## config.mk

```make
export PLATFORM = sky130hd
export DESIGN_NAME = pdm_dac_adapter
export DESIGN_NICKNAME = d
export VERILOG_FILES = /design/src/rtl/pdm_dac_pkg.sv /design/src/rtl/pdm_cic_channel.sv /design/src/rtl/pdm_dac_adapter.sv
export SDC_FILE = /design/constraint.sdc
export NUM_CORES = 1
export LEC_CHECK = 0
export CAP_MARGIN = 20
export CORE_AREA = 8 8 116 118
export DETAILED_ROUTE_END_ITERATION = 12
export DIE_AREA = 0 0 124 126
export PLACE_DENSITY = 0.7
export SYNTH_ARGS = -nofsm -noshare
export SYNTH_HDL_FRONTEND = slang
export SYNTH_SLANG_ARGS = --single-unit
export TNS_END_PERCENT = 20
```

## constraint.sdc

```tcl
create_clock -name clk -period 4.3 [get_ports clk]
set_clock_uncertainty 0.05 [all_clocks]
set_input_delay 0.645 -clock clk [delete_from_list [all_inputs] [get_ports clk]]
set_output_delay 0.645 -clock clk [all_outputs]
set_load 0.01 [all_outputs]
```

## src/rtl/pdm_dac_pkg.sv

```systemverilog
// Shared sizing helpers for the PDM-to-DAC adapter: the CIC datapath width,
// the requantiser shift, and the warm-up counter width.
package pdm_dac_pkg;

   localparam int unsigned WARMUP_W = 2;

   function automatic int unsigned cic_width(input int unsigned order,
                                             input int unsigned r_log2);
      return order * r_log2 + 1;
   endfunction

   function automatic int unsigned cic_shift(input int unsigned order,
                                             input int unsigned r_log2,
                                             input int unsigned dac_w);
      return order * r_log2 - dac_w;
   endfunction

endpackage

```

## src/rtl/pdm_cic_channel.sv

```systemverilog
// One PDM channel: ORDER-stage CIC decimator, saturating requantiser and
// sticky clip flag; first-order error feedback under PDM_DAC_NOISE_SHAPE_EN.
module pdm_cic_channel
   import pdm_dac_pkg::*;
#(
   parameter int unsigned DAC_W  = 4,
   parameter int unsigned R_LOG2 = 4,
   parameter int unsigned ORDER  = 2
) (
   input  logic             clk,
   input  logic             rst_n,
   input  logic             i_en,
   input  logic             i_pdm,
   input  logic             i_event,
   input  logic             i_emit,
   output logic [DAC_W-1:0] o_dac,
   output logic             o_clip
);

   localparam int unsigned W = cic_width(ORDER, R_LOG2);
   localparam int unsigned S = cic_shift(ORDER, R_LOG2, DAC_W);

   logic [W-1:0]     r_integ     [ORDER];
   logic [W-1:0]     r_comb_dly  [ORDER];
   logic [W-1:0]     w_integ_nxt [ORDER];
   logic [W-1:0]     w_comb      [ORDER+1];
   logic [W-1:0]     w_v;
   logic [DAC_W:0]   w_q;
   logic             w_sat;
   logic [DAC_W-1:0] w_dac;
   logic [DAC_W-1:0] r_dac;
   logic             r_clip;

   // Integrators ripple within the cycle so the comb sees this sample's update.
   always_comb begin
      w_integ_nxt    = '{default: '0};
      w_integ_nxt[0] = r_integ[0] + {{(W-1){1'b0}}, i_pdm};
      for (int unsigned k = 1; k < ORDER; k++) begin
         w_integ_nxt[k] = r_integ[k] + w_integ_nxt[k-1];
      end
   end

   always_comb begin
      w_comb    = '{default: '0};
      w_comb[0] = w_integ_nxt[ORDER-1];
      for (int unsigned k = 0; k < ORDER; k++) begin
         w_comb[k+1] = w_comb[k] - r_comb_dly[k];
      end
   end

`ifdef PDM_DAC_NOISE_SHAPE_EN
   if (S >= 1) begin : g_ns
      logic [S-1:0] r_resid;

      assign w_v = w_comb[ORDER] + {{(W-S){1'b0}}, r_resid};

      always_ff @(posedge clk or negedge rst_n) begin
         if (!rst_n) begin
            r_resid <= '0;
         end else if (i_emit) begin
            r_resid <= w_sat ? '0 : w_v[S-1:0];
         end
      end
   end else begin : g_plain
      assign w_v = w_comb[ORDER];
   end
`else
   assign w_v = w_comb[ORDER];
   if (S >= 1) begin : g_trunc
      logic w_unused_lsb;
      assign w_unused_lsb = ^w_v[S-1:0];
   end
`endif

   // Comb output never exceeds R^ORDER, so only the top bit of q can overflow.
   assign w_q   = w_v[W-1:S];
   assign w_sat = w_q[DAC_W];
   assign w_dac = w_sat ? '1 : w_q[DAC_W-1:0];

   always_ff @(posedge clk or negedge rst_n) begin
      if (!rst_n) begin
         for (int unsigned k = 0; k < ORDER; k++) begin
            r_integ[k]    <= '0;
            r_comb_dly[k] <= '0;
         end
         r_dac  <= '0;
         r_clip <= 1'b0;
      end else begin
         if (i_en) begin
            for (int unsigned k = 0; k < ORDER; k++) begin
               r_integ[k] <= w_integ_nxt[k];
            end
         end
         if (i_event) begin
            for (int unsigned k = 0; k < ORDER; k++) begin
               r_comb_dly[k] <= w_comb[k];
            end
         end
         if (i_emit) begin
            r_dac <= w_dac;
            if (w_sat) begin
               r_clip <= 1'b1;
            end
         end
      end
   end

   assign o_dac  = r_dac;
   assign o_clip = r_clip;

endmodule

```

## src/rtl/pdm_dac_adapter.sv

```systemverilog
// PDM-to-resistor-DAC adapter: per-channel CIC decimation with shared
// decimation/warm-up control. Optional macro: PDM_DAC_NOISE_SHAPE_EN.
module pdm_dac_adapter
   import pdm_dac_pkg::*;
#(
   parameter int unsigned CHANNELS = 2,
   parameter int unsigned DAC_W    = 4,
   parameter int unsigned R_LOG2   = 4,
   parameter int unsigned ORDER    = 2
) (
   input  logic                      clk,
   input  logic                      rst_n,
   input  logic                      en,
   input  logic [CHANNELS-1:0]       pdm_in,
   output logic [CHANNELS*DAC_W-1:0] dac_out,
   output logic                      sample_valid,
   output logic [CHANNELS-1:0]       clip
);

   logic [R_LOG2-1:0]   r_dec_cnt;
   logic [WARMUP_W-1:0] r_warm;
   logic                r_valid;
   logic                w_event;
   logic                w_warm_done;
   logic                w_emit;

   assign w_event     = en && (r_dec_cnt == '1);
   assign w_warm_done = (r_warm == WARMUP_W'(ORDER));
   assign w_emit      = w_event && w_warm_done;

   // The first ORDER events only prime the comb delays and are not emitted.
   always_ff @(posedge clk or negedge rst_n) begin
      if (!rst_n) begin
         r_dec_cnt <= '0;
         r_warm    <= '0;
         r_valid   <= 1'b0;
      end else begin
         if (en) begin
            r_dec_cnt <= r_dec_cnt + R_LOG2'(1);
         end
         if (w_event && !w_warm_done) begin
            r_warm <= r_warm + WARMUP_W'(1);
         end
         r_valid <= w_emit;
      end
   end

   assign sample_valid = r_valid;

   for (genvar c = 0; c < CHANNELS; c++) begin : g_ch
      pdm_cic_channel #(
         .DAC_W  (DAC_W),
         .R_LOG2 (R_LOG2),
         .ORDER  (ORDER)
      ) u_ch (
         .clk     (clk),
         .rst_n   (rst_n),
         .i_en    (en),
         .i_pdm   (pdm_in[c]),
         .i_event (w_event),
         .i_emit  (w_emit),
         .o_dac   (dac_out[c*DAC_W +: DAC_W]),
         .o_clip  (clip[c])
      );
   end

endmodule

```

## Yosys cells after proc, flatten, opt, wreduce, memory -nomap -nowiden

Index checks and enable logic that the tools add are counted.

| storage, ports and cells | value |
|---|---|
| logic and storage cells | 35 |
| output and inout bits | 11 |
| register bits | 89 |
| bits of input ports | 5 |

| operators by class | value |
|---|---|
| add/subtract/negate cells | 10 |
| mux-type cells | 2 |
| equality and inequality tests | 2 |
| reductions and logical operators | 6 |

Operators by type and width:

| operator | number |
|---|---|
| 9-bit subtractor | 4 |
| 9-bit by 1-bit adder with 9-bit output | 2 |
| 9-bit adder | 2 |
| 4-bit 2-to-1 mux | 2 |
| 4-bit by 1-bit adder with 4-bit output (second input constant) | 1 |
| 4-bit equality test (second input constant) | 1 |
| 2-bit AND reduction | 2 |
| 1-bit logical AND | 3 |
| 2-bit by 1-bit adder with 2-bit output (second input constant) | 1 |
| 2-bit equality test (second input constant) | 1 |
| 1-bit zero test | 1 |

## Depth between registers and ports, before layout

| logic depth | value |
|---|---|
| depth after elaboration | 5 |
| depth in mapped cells | 22 |
| mapped depth without buffers | 22 |

## Modules after synthesis

Synthesis repeated with hierarchy kept, for this count alone.

| second synthesis, totals | value |
|---|---|
| cell total of the unflattened synthesis | 564 |
| area total of the unflattened synthesis | 5535.3 um^2 |

Modules (own cells, without submodules):

| module | area each (um^2) | cells an instance | instances | sequential area each (um^2) |
|---|---|---|---|---|
| pdm_cic_channel (g_ch[0].u_ch) | 2637.5 | 271 | 1 | 1026.0 |
| pdm_cic_channel (g_ch[1].u_ch) | 2596.2 | 270 | 1 | 1026.0 |
| pdm_dac_adapter | 301.5 | 23 | 1 | 175.2 |

## Worst setup path before layout

No wires, ideal clock.

| timing path | value |
|---|---|
| kind | input to register |
| start | input pdm_in[0] |
| end | register g_ch[0].u_ch.r_dac[0] |
| setup slack | -593 ps |
| library setup time | 82 ps |
| data required time | 4168 ps |
| buffers on the path | 1 |
| data arrival time | 4761 ps |
| cell stages on the path | 22 |
| cell sequence | ha_1 ha_1 and3_1 buf_6 xor2_1 ha_1 o21a_1 o31a_1 o21a_1 nor2_1 xnor2_1 ha_1 or2_2 o31ai_1 a21oi_1 xor2_1 ha_1 and4_1 a221oi_1 xnor2_1 xnor3_1 a31oi_1 |

RTL lines:

| what | line | source |
|---|---|---|
| start: declaration | pdm_dac_adapter.sv:14 | `input logic [CHANNELS-1:0] pdm_in,` |
| end signal: assignment | pdm_cic_channel.sv:100 | `r_dac <= w_dac;` |
| end: declaration | pdm_cic_channel.sv:31 | `logic [DAC_W-1:0] r_dac;` |

==> out/qor.txt <==
Status: complete, but fails checks
Failing checks: setup timing
Worst-path clk slew: 0.06 ns
Drt total wl: 12600 um
Skew-Pair Late Insertion Delay: 0.34 ns
Clk sinks: 89
Adder-cell share of the synthesized area: 13.1%
Type of destination of the critical path: flip-flop
Largest family of logic cells by synthesized area: compound AO/OA/AOI/OAI gates
#FFs+latches synth: 89
Die area: 0.0156 sq mm
Register area share after synthesis: 39.3%
Die W: 124 um
CTS HTree Levels: 3
Final worst path period share: 106%
Initial antenna violation count: 0
Syn Inst Count: 576
Critical path arrival: 4.75 ns
Hold WC Path Type: input port to async pin
Unrepaired setup endpoints after global routing: yes
Dpl hpwl: 8760 um
Port bufs: 15
Syn. warnings: 0
Die Y: 126 um
CTS max path bufs: 2
CP max stage cell: o31a_1
Critical Path Fanout Max: 5
Antenna viol nets, final: 0
CP startpoint kind: input port
Number of core rows: 40
Final GP Congestion: 0.838
XOR/XNOR Fraction of Synth Area: 11.1%
Worst slew margin: 45.5%
Drt pass-1 iters: 5
Cell depth of the worst flop-to-flop path: 20
Vias in the first global route: 4692
Nets: 776
Maxcap violations: 0
Post-synthesis mux area share: 5.54%
Finished Core Util: 64.7%
Core area: 0.0117 sq mm
Grt ovf: 0
Worst setup margin: -0.248 ns
Final setup fails: 10
Total GRT Usage: 16.3%
Tightest Pin Transition: 0.817 ns
DRT iter0 DRCs: 225
Num CTS Buffers: 9
Area leader, netlist: dfrtp_1
Area grow syn2layout: 33.5%
Vias: 4595
Post-synth EDFFs: 0
DRC: 0
CTS Hold Bufs: 0
Final number of max-transition violations: 0
Largest net degree at the start of global routing: 63
First-pass GRT wire length: 20800 um
Cell mode on critical path: ha_4
Synthesized area: 0.00567 sq mm
Layout cell share with drive strength beyond 1: 33.9%
Fmax: 0.220 GHz
Syn nets: 638
Mapped Avg Cell Area: 9.85 sq um
Critical Path RT: 4.51 ns
Synth Area in Compound Gates: 13.5%
Post-Synth Simple-Gate Area: 12.7%
IO Count: 16
Fraction of registers with async set/reset: 100%
Endpoints failing hold: 0
Top cell type's share of synthesized area: 39.3%
Clock tree root buffer cell: clkbuf_16
CTS tree: built
Average routed wire per standard cell: 14.5 um
Largest stage delay, worst path: 0.34 ns
Critical path, cell by cell: buf_2, ha_4, ha_4, xor2_4, ha_4, nor2b_4, o31a_1, o21a_1, nor2_2, xnor2_2, ha_1, or2_4, o31ai_4, a21oi_2, xor2_1, ha_1, and4_1, a221oi_2, xnor2_1, xnor3_2, a31oi_1
Starting Density: 48.4%
Top FF cell, synth: dfrtp_1
Diode count: 0
Commonest cells in the netlist: 89 x dfrtp_1, 53 x ha_1, 51 x nand2_1, 50 x inv_1, 42 x xnor2_1
Cell with the most instances after synthesis: dfrtp_1
Largest cells by area after synthesis: dfrtp_1 39%, ha_1 12%, xnor2_1 6.5%, mux2_2 5.4%, o21ai_0 3.6%
Cell variety after synth: 51
Fillers: 867
Tmin final: 4.55 ns
Crit path kind: input port to flip-flop
Vias per cell: 5.31
layout by cell type, fill, tap and decap left out, drive strengths merged, types with 26 or more instances in the layout:
| cell type | n |
|---|---|
| buf | 132 |
| dfrtp | 89 |
| ha | 53 |
| nand2 | 51 |
| inv | 50 |
| xnor2 | 44 |
| o21ai | 43 |
| nor2 | 31 |
| mux2 | 27 |
| a21oi | 26 |
worst max-delay path: cells and delay by family:
| family | cells | cell delay [ns] |
|---|---|---|
| fa+ha+maj | 5 | 1.15 |
| buf+inv | 1 | 0.12 |
| simple gates | 4 | 0.72 |
| compound gates | 6 | 1.11 |
| xor+xnor | 5 | 1.00 |
state kept, by name, summed over array words and instances (netlist names):
name / flops
sample_valid: 1
g_ch.u_ch.o_clip: 2
g_ch.u_ch.o_dac: 8
g_ch.u_ch.r_integ: 36
r_dec_cnt: 4
g_ch.u_ch.r_comb_dly: 36
r_warm: 2
stage by stage:
stage               cells  cell area, sq um  setup WS, ns  TNS, ns  hold WS [ns]
finish                866              7580        -0.248    -1.83         0.355
detailed placement    831              6850         -1.18   -11.44         0.418
global route          866              7580        -0.497    -4.25         0.424
global placement      831              6850        -0.936    -9.65         0.414
floorplan             576              5770        -0.346    -3.16         0.299
CTS                   863              7390        -0.210    -1.72         0.387
per-layer routing:
layer | GRT usage, % | share of wire [%] | vias up
li1 | - | - | 2273
met5 | 0 | 0 | -
met3 | 2.19 | 3.6 | 32
met2 | 27.3 | 49 | 91
met1 | 20.4 | 45 | 2199
met4 | 6.79 | 2.4 | 0
area by class of cell:
type | count | area, sq um | area share, %
Tap cell | 147 | 184 | 2.43
Inverter | 50 | 188 | 2.48
Clock buffer | 13 | 260 | 3.44
Multi-Input combinational cell | 420 | 3590 | 47.3
Timing Repair Buffer | 144 | 1110 | 14.7
Clock inverter | 3 | 15.0 | 0.198
Sequential cell | 89 | 2230 | 29.4
repair_timing:
action / in CTS / in global routing
setup endpoints to repair: 12 / 10
pin swaps: 49 / 35
buffers inserted: 16 / 3
gates resized for setup: 39 / 26
hold endpoints to repair: 0 / 0
logic make-up after synthesis:
kind of cell | Yosys count
AND/OR/NAND/NOR | 148
XOR/XNOR | 65
buffers and inverters | 67
AO/OA/AOI/OAI | 122
multiplexers | 28
adder cells (fa/ha/maj) | 57
flip-flops | 89
path summary, 6_finish.rpt:
path / slack, ns / end / startpoint
worst max-delay path: -0.25 / g_ch[0].u_ch.o_dac[3]$_DFFE_PN0P_ / pdm_in[0]
worst min-delay path: 0.35 / g_ch[0].u_ch.r_integ[9]$_DFFE_PN0P_ / rst_n
worst max register to register: -0.24 / g_ch[0].u_ch.o_dac[3]$_DFFE_PN0P_ / g_ch[0].u_ch.r_integ[9]$_DFFE_PN0P_
worst min register to register: 0.43 / g_ch[0].u_ch.r_comb_dly[1]$_DFFE_PN0P_ / g_ch[0].u_ch.r_comb_dly[1]$_DFFE_PN0P_
max in group asynchronous: 2.93 / g_ch[1].u_ch.r_integ[5]$_DFFE_PN0P_ / rst_n
min in group clk: 0.43 / g_ch[0].u_ch.r_comb_dly[1]$_DFFE_PN0P_ / g_ch[0].u_ch.r_comb_dly[1]$_DFFE_PN0P_
Power is left out: the tool's default activity adds up to more than one toggle a clock period on the data nets, which glitch-free logic cannot reach.
